--- config.mk ---
export PLATFORM = sky130hd
export DESIGN_NAME = serial_subtractor
export DESIGN_NICKNAME = d
export VERILOG_FILES = /design/src/rtl/serial_sub_pkg.sv /design/src/rtl/full_subtractor.sv /design/src/rtl/serial_subtractor.sv
export SDC_FILE = /design/constraint.sdc
export NUM_CORES = 1
export LEC_CHECK = 0
export CAP_MARGIN = 10
export CORE_MARGIN = 8
export CORE_UTILIZATION = 42
export DETAILED_ROUTE_END_ITERATION = 12
export GPL_ROUTABILITY_DRIVEN = 0
export GPL_TIMING_DRIVEN = 0
export HOLD_SLACK_MARGIN = 0.02
export PLACE_DENSITY = 0.63
export RECOVER_POWER = 50
export SYNTH_ARGS = -nofsm -noshare
export SYNTH_HDL_FRONTEND = slang
export SYNTH_SLANG_ARGS = --single-unit
--- constraint.sdc ---
create_clock -name clk -period 2.32 [get_ports clk]
set_input_delay 0.232 -clock clk [delete_from_list [all_inputs] [get_ports clk]]
set_output_delay 0.232 -clock clk [all_outputs]
set_load 0.02 [all_outputs]
--- src/rtl/serial_sub_pkg.sv ---
// -----------------------------------------------------------------------------
// serial_sub_pkg
// Shared definitions for the bit-serial subtractor:
//   - FSM state encoding (2'd3 is illegal and decoded as IDLE by the top)
//   - default operand width
//   - helper to size the bit counter (clog2(W), never narrower than 1 bit)
// -----------------------------------------------------------------------------
package serial_sub_pkg;

    localparam int DEFAULT_W = 4;

    localparam logic [1:0] ST_IDLE = 2'd0;
    localparam logic [1:0] ST_RUN  = 2'd1;
    localparam logic [1:0] ST_DONE = 2'd2;

    function automatic int count_width(input int w);
        return (w <= 1) ? 1 : $clog2(w);
    endfunction

endpackage

--- src/rtl/full_subtractor.sv ---
// -----------------------------------------------------------------------------
// full_subtractor
// One-bit combinational full subtractor: computes a - b - bin.
// Ports:
//   a    in  minuend bit
//   b    in  subtrahend bit
//   bin  in  borrow in
//   d    out difference bit
//   bout out borrow out
// -----------------------------------------------------------------------------
module full_subtractor (
    input  logic a,
    input  logic b,
    input  logic bin,
    output logic d,
    output logic bout
);

    assign d    = a ^ b ^ bin;
    // Borrow when b exceeds a outright, or when the bits are equal and a
    // borrow is already pending from the lower bit.
    assign bout = (~a & b) | (~(a ^ b) & bin);

endmodule

--- src/rtl/serial_subtractor.sv ---
// -----------------------------------------------------------------------------
// serial_subtractor
// Bit-serial W-bit subtractor, Diff = A - B (mod 2^W) with borrow-out, one bit
// per clock LSB-first through a single full_subtractor cell.
// Ports:
//   clk    in      rising-edge clock
//   rst    in      synchronous active-high reset
//   start  in      begin request, sampled only in IDLE
//   A, B   in  [W] operands, captured on the accepting edge
//   busy   out     high in RUN and DONE
//   done   out     one-cycle pulse when Diff/Bout are updated
//   Diff   out [W] registered difference, held between operations
//   Bout   out     registered final borrow (1 iff A < B unsigned)
// -----------------------------------------------------------------------------
module serial_subtractor
    import serial_sub_pkg::*;
#(
    parameter int W = DEFAULT_W
) (
    input  logic         clk,
    input  logic         rst,
    input  logic         start,
    input  logic [W-1:0] A,
    input  logic [W-1:0] B,
    output logic         busy,
    output logic         done,
    output logic [W-1:0] Diff,
    output logic         Bout
);

    localparam int             CW   = count_width(W);
    localparam logic [CW-1:0]  LAST = CW'(W - 1);

    logic [1:0]    r_state;
    logic [W-1:0]  r_a_sh;
    logic [W-1:0]  r_b_sh;
    logic [W-1:0]  r_acc;
    logic [CW-1:0] r_count;
    logic          r_borrow;
    logic [W-1:0]  r_diff;
    logic          r_bout;
    logic          r_busy;
    logic          r_done;

    logic          w_d;
    logic          w_bnext;
    logic [W-1:0]  w_acc_next;

    full_subtractor u_cell (
        .a    (r_a_sh[0]),
        .b    (r_b_sh[0]),
        .bin  (r_borrow),
        .d    (w_d),
        .bout (w_bnext)
    );

    // New difference bits enter at the MSB so that after W shifts the LSB
    // computed first has reached bit 0.
    generate
        if (W == 1) begin : g_acc_w1
            assign w_acc_next = w_d;
        end else begin : g_acc_wn
            assign w_acc_next = {w_d, r_acc[W-1:1]};
        end
    endgenerate

    always_ff @(posedge clk) begin
        if (rst) begin
            r_state  <= ST_IDLE;
            r_a_sh   <= '0;
            r_b_sh   <= '0;
            r_acc    <= '0;
            r_count  <= '0;
            r_borrow <= 1'b0;
            r_diff   <= '0;
            r_bout   <= 1'b0;
            r_busy   <= 1'b0;
            r_done   <= 1'b0;
        end else begin
            case (r_state)
                ST_RUN: begin
                    r_a_sh   <= r_a_sh >> 1;
                    r_b_sh   <= r_b_sh >> 1;
                    r_acc    <= w_acc_next;
                    r_borrow <= w_bnext;
                    r_count  <= r_count + 1'b1;
                    // The last bit is resolved this cycle; publish the
                    // completed word directly from the cell outputs.
                    if (r_count == LAST) begin
                        r_state <= ST_DONE;
                        r_diff  <= w_acc_next;
                        r_bout  <= w_bnext;
                        r_done  <= 1'b1;
                    end
                end
                ST_DONE: begin
                    r_state <= ST_IDLE;
                    r_done  <= 1'b0;
                    r_busy  <= 1'b0;
                end
                default: begin
                    // IDLE, and the illegal encoding which recovers as IDLE.
                    r_done <= 1'b0;
                    if (start) begin
                        r_state  <= ST_RUN;
                        r_a_sh   <= A;
                        r_b_sh   <= B;
                        r_acc    <= '0;
                        r_count  <= '0;
                        r_borrow <= 1'b0;
                        r_busy   <= 1'b1;
                    end else begin
                        r_state <= ST_IDLE;
                        r_busy  <= 1'b0;
                    end
                end
            endcase
        end
    end

    assign busy = r_busy;
    assign done = r_done;
    assign Diff = r_diff;
    assign Bout = r_bout;

endmodule

* After elaboration in Yosys (flattened, before gate mapping)
Index checks and enable logic that the tools add are counted.
** Operators by class
- $lt $le $gt $ge :: 0
- Shift operators :: 0
- Add/subtract/negate cells :: 1
- Divide/modulo/power cells :: 0
- Multiply operators :: 0
- Reduce and logical (&&, ||, !) cells :: 4
- Equality and inequality tests :: 4
- Bitwise logic cells :: 9
- Muxes and demuxes :: 15
** Operators by type and width (number)
- 4-bit one-hot mux with 2 select lines :: 3
- 4-bit 2-to-1 mux :: 3
- 2-bit one-hot mux with 2 select lines :: 2
- 2-bit == test (second input constant) :: 2
- 2-bit 2-to-1 mux :: 2
- 1-bit NOT :: 4
- 1-bit one-hot mux with 2 select lines :: 2
- 2-bit AND reduction :: 2
- 1-bit 2-to-1 mux :: 3
- 2-bit by 1-bit adder with 2-bit output (second input constant) :: 1
- 1-bit bitwise AND :: 2
- 2-bit by 1-bit == test with 1-bit output (second input constant) :: 1
- 2-bit inequality test (second input constant) :: 1
- 2-bit nonzero test :: 1
- 2-bit OR reduction :: 1
- 1-bit bitwise XOR :: 2
- 1-bit OR :: 1
** Word-level totals
- Output and inout bits :: 7
- Bits in read-only memories :: 0
- RAM bits :: 0
- Bits in latches :: 0
- Logic and storage cells :: 43
- Flip-flop bits (word level) :: 24
- Memories :: 0

* Depth between registers and ports, before layout
- Depth after elaboration :: 5
- Depth in mapped cells :: 6
- Gate-level depth less buffers :: 5

* Cells and area by module
Synthesis repeated with hierarchy kept, for this count alone.
** Second synthesis, totals
- Cells, all modules :: 110
- Area, all modules :: 1036.0 um^2
** By module, submodules not included
- serial_subtractor :: times used 1, cells an instance 106, area an instance 1004.7 um^2
- full_subtractor :: times used 1, cells an instance 4, area an instance 31.3 um^2

* Least setup slack after synthesis
Ideal clock, no wire load.
- Path kind :: register -> register
- From :: reg r_state[0]
- To :: reg r_a_sh[0]
- Clock period less this slack :: 1272 ps
- Cell stages (with the launch flop) :: 7
- Data arrival time :: 1187 ps
- Path slack :: 1048 ps
- Path buffers :: 1
- Setup time :: 86 ps
- Cells stage by stage :: dfxtp_1 > inv_1 > ha_1 > o21ba_4 > buf_6 > nor2_1 > a211oi_1
** Between the ends
- Longest elaborated chain between the ends :: 3
- Elaborated cells between the ends (all ways) :: 6
- Classes of those cells :: 2 x eq/ne; 1 x mux; 1 x bitwise; 2 x reduce/logical
** Ends and longest elaborated chain
- start: declaration :: line serial_subtractor.sv:34 : logic [1:0] r_state;
- start signal: assignment :: line serial_subtractor.sv:69 : r_state <= ST_IDLE;
- start signal: assignment :: line serial_subtractor.sv:90 : r_state <= ST_DONE;
- start signal: assignment :: line serial_subtractor.sv:97 : r_state <= ST_IDLE;
- 2-bit by 1-bit == test with 1-bit output or 2-bit == test (tied branches) :: line serial_subtractor.sv:80 : case (r_state)
- 2-bit nonzero test (no source line) or 1-bit NOT (tied branches)
- 2-bit AND reduction (no source line)
- end signal: assignment :: line serial_subtractor.sv:82 : r_a_sh <= r_a_sh >> 1;
- end: declaration :: line serial_subtractor.sv:35 : logic [W-1:0] r_a_sh;
Several ways; a longest one is shown, not always the timed one.
A chain may end at the register's enable or synchronous reset.

* Final worst setup path
- From :: reg r_state[0]
- To :: reg r_a_sh[1]
Same word-level chain as after synthesis.

==> results.toml <==
[die]
die_w_microns = 64.3
num_rows = 17
ioPinCount = 18
die-area_sq_um = 4130
fp.coreArea_sq_um = 2210
die_y_microns = 64.3
floorplan.initialDensity_pct = 44.2

[final_layout]
diodes = 0
stdcell_count = 154
drive_gt1_share_pct = 3.97
final_common_cell = "dfxtp_1"
syn_to_final_growth_pct = 22.3
final_cell_mix = "23 x dfxtp_1, 19 x nor2_1, 17 x clkdlybuf4s50_1, 9 x a21oi_1"
final_nets = 142
fill_cells = 222

[routing]
drtPass1Iterations = 2
first_iter_violations = 35
routedWlPerCell_microns = 12.5
via_count = 787
wl_met3_microns = 49
drt.antenna.violating_nets = 0
drc = 0
wl_met2_microns = 923
routed_via_density = 5.11
met1_length_microns = 937
wirelength_mm = 1.93
routed.top_layer = "met4"

[synth]
synth_top_family_by_area = "compound AO/OA/AOI/OAI gates"
ys_types = 24
synthMuxAreaShare_pct = 7.16
synth_seq_area_share_pct = 47.1
synth_compound_gate_area_share_pct = 19.2
synth_xor_area_share_pct = 0
synthCells = 105
synth-seq-cells = 23
synth-warning-count = 0
synth-simple-area-share_pct = 14.8
syn_avg_cell_area_sq_um = 9.32
synth_nets = 120
synth_adder_area_share_pct = 5.88
netlist_area_sq_um = 978

[global_route]
grt_antenna_before_repair = 0
grt_pass1_vias = 803
track_usage_pct = 9.75
grt_max_degree = 14
grt_pass1_wl_mm = 3.41
grt.overflow.total = 0

[critical_path]
worst_path_max_delay_cell = "dfxtp_1"
cp.arrival_ns = 1.97
r2r_end = "r_a_sh[1]$_SDFFE_PP0P_"
cp_max_fo = 10
cp_data_required_time_ns = 2.55
path_cells = "inv_1 -> ha_1 -> o21ba_1 -> clkbuf_1 -> nor2_1 -> a211oi_1"
worst-path-stages = 6
end_kind = "flop"
crit_end = "r_a_sh[1]$_SDFFE_PP0P_"
critical_path.top_delay_family = "compound AO/OA/AOI/OAI gates"
cp-start-kind = "flop"
slowest_delay_ns = 0.35
rrSetupSlack_ns = 0.58
r2r.worst_path.cells = 6
critPathKind = "flop to flop"
critPathBufInv = 2
r2r_start = "r_state[0]$_SDFFE_PP0P_"
crit_path_start = "r_state[0]$_SDFFE_PP0P_"

[timing]
setup_viol = 0
finalMaxSlewViolations = 0
hold_viol = 0
fin_crit_ns = 1.74
worst_pin_slew_ns = 0.490
max_slew_margin_pct = 67.3
fin_skew_ns = 0.00532
fin_crit_sh_pct = 74.9
fin_setup_tns_ns = 0
fmax_mhz = 576
rsz0062_at_grt = "false"

[placement]
port_buffers = 17
dp_cells = 150
hpwl_mm = 1.47

[hold_path]
hp-class = "flop to flop"
hold_path_depth = 2

[outcome]
outcome = "completed"

[clock_network]
clk_pin_slew_ns = 0.13
h-tree-depth = 1
cts.repair.resized = 0
cts_buffer_depth = 2
cts.sinks = 23
clock_latency_ns = 0.31
numCtsBuffers = 3
cts_hold_buffers = 0
cts_root_buf = "clkbuf_4"
cts_setup_buffers = 0
tritoncts = "done"

[run]
maxCapViolCount = 0

[power_and_ir_drop]
vdd_drop_max_v = 0.000357
power_density_nw_per_um2 = 590
p_leak_nw = 0.419
## through the flow
step | worst slack (ns) | utilization (%) | total power, mW | hold WS [ns] | area (sq um)
floorplan | 1.05 | - | 0.497 | 0.304 | 978
global placement | 0.822 | 53.5 | 0.532 | 0.447 | 1180
detailed placement | 0.774 | 53.5 | 0.534 | 0.451 | 1180
CTS | 0.804 | 54.8 | 0.714 | 0.471 | 1210
global route | 0.353 | 54.1 | 0.738 | 0.490 | 1200
finish | 0.583 | 54.1 | 0.706 | 0.468 | 1200
## area by class of cell
cell class	instances	area [sq um]	share of cell area [%]
sequential	23	460	38.5
multi-input combinational	71	454	38.0
timing repair buffer	17	170	14.2
tap	28	35.0	2.93
buffer	6	30.0	2.51
clock buffer	3	22.5	1.88
inverter	5	18.8	1.57
clock inverter	1	5.00	0.418
## synth_stat cells (all sizes together)
library cell / number / area [sq um]
nand2: 7 / 26.3
fa: 1 / 20.0
o32a: 1 / 10.0
o21ba: 1 / 16.3
o211ai: 1 / 7.51
nand2b: 1 / 6.26
ha: 3 / 37.5
buf: 3 / 27.5
o21bai: 1 / 7.51
nand3: 4 / 20.0
a311oi: 1 / 8.76
inv: 5 / 18.8
clkbuf: 3 / 11.3
a211oi: 6 / 45.0
nor2: 19 / 71.3
a32oi: 2 / 17.5
mux2i: 7 / 70.1
dfxtp: 23 / 460
or3: 1 / 6.26
nor3b: 1 / 7.51
and2b: 1 / 7.51
a21oi: 9 / 45.0
a22oi: 4 / 30.0
## flip-flops by register name (all words and copies together), names as in the netlist
| name | count |
|---|---|
| busy | 1 |
| r_count | 2 |
| Bout | 1 |
| done | 1 |
| r_acc | 3 |
| r_borrow | 1 |
| r_state | 2 |
| Diff | 4 |
| r_b_sh | 4 |
| r_a_sh | 4 |
## cells by family after synthesis
| family | after synthesis |
|---|---|
| compound gates | 26 |
| fa+ha+maj | 4 |
| buf+inv | 11 |
| flops | 23 |
| mux | 7 |
| simple gates | 34 |
## worst min-delay path, stage by stage (launching register included)
cell and delay (ns):
dfxtp_1 0.34, nand2_1 0.05, a21oi_1 0.05
## per-layer routing
| layer | vias up | global-route usage (%) |
|---|---|---|
| met5 | - | 0 |
| met4 | 0 | 2.45 |
| met3 | 4 | 2.79 |
| met2 | 11 | 17.3 |
| met1 | 362 | 11.2 |
| li1 | 410 | - |
## report_power, final
part           internal [mW]  total (mW)  switching [mW]
Clock                 0.0643       0.187           0.122
Sequential             0.412       0.421         0.00949
Combinational         0.0483      0.0980          0.0497
## worst min path at each step
stage	from	slack [ns]	to
CTS	Diff[0]$_SDFFE_PP0P_	0.47	Diff[0]$_SDFFE_PP0P_
finish	Diff[2]$_SDFFE_PP0P_	0.47	Diff[2]$_SDFFE_PP0P_
global placement	Diff[1]$_SDFFE_PP0P_	0.45	Diff[1]$_SDFFE_PP0P_
global route	Diff[2]$_SDFFE_PP0P_	0.49	Diff[2]$_SDFFE_PP0P_
floorplan	rst	0.30	Bout$_SDFFE_PP0P_
detailed placement	Diff[0]$_SDFFE_PP0P_	0.45	Diff[0]$_SDFFE_PP0P_
No activity file was read; power rests on OpenSTA's default activity.
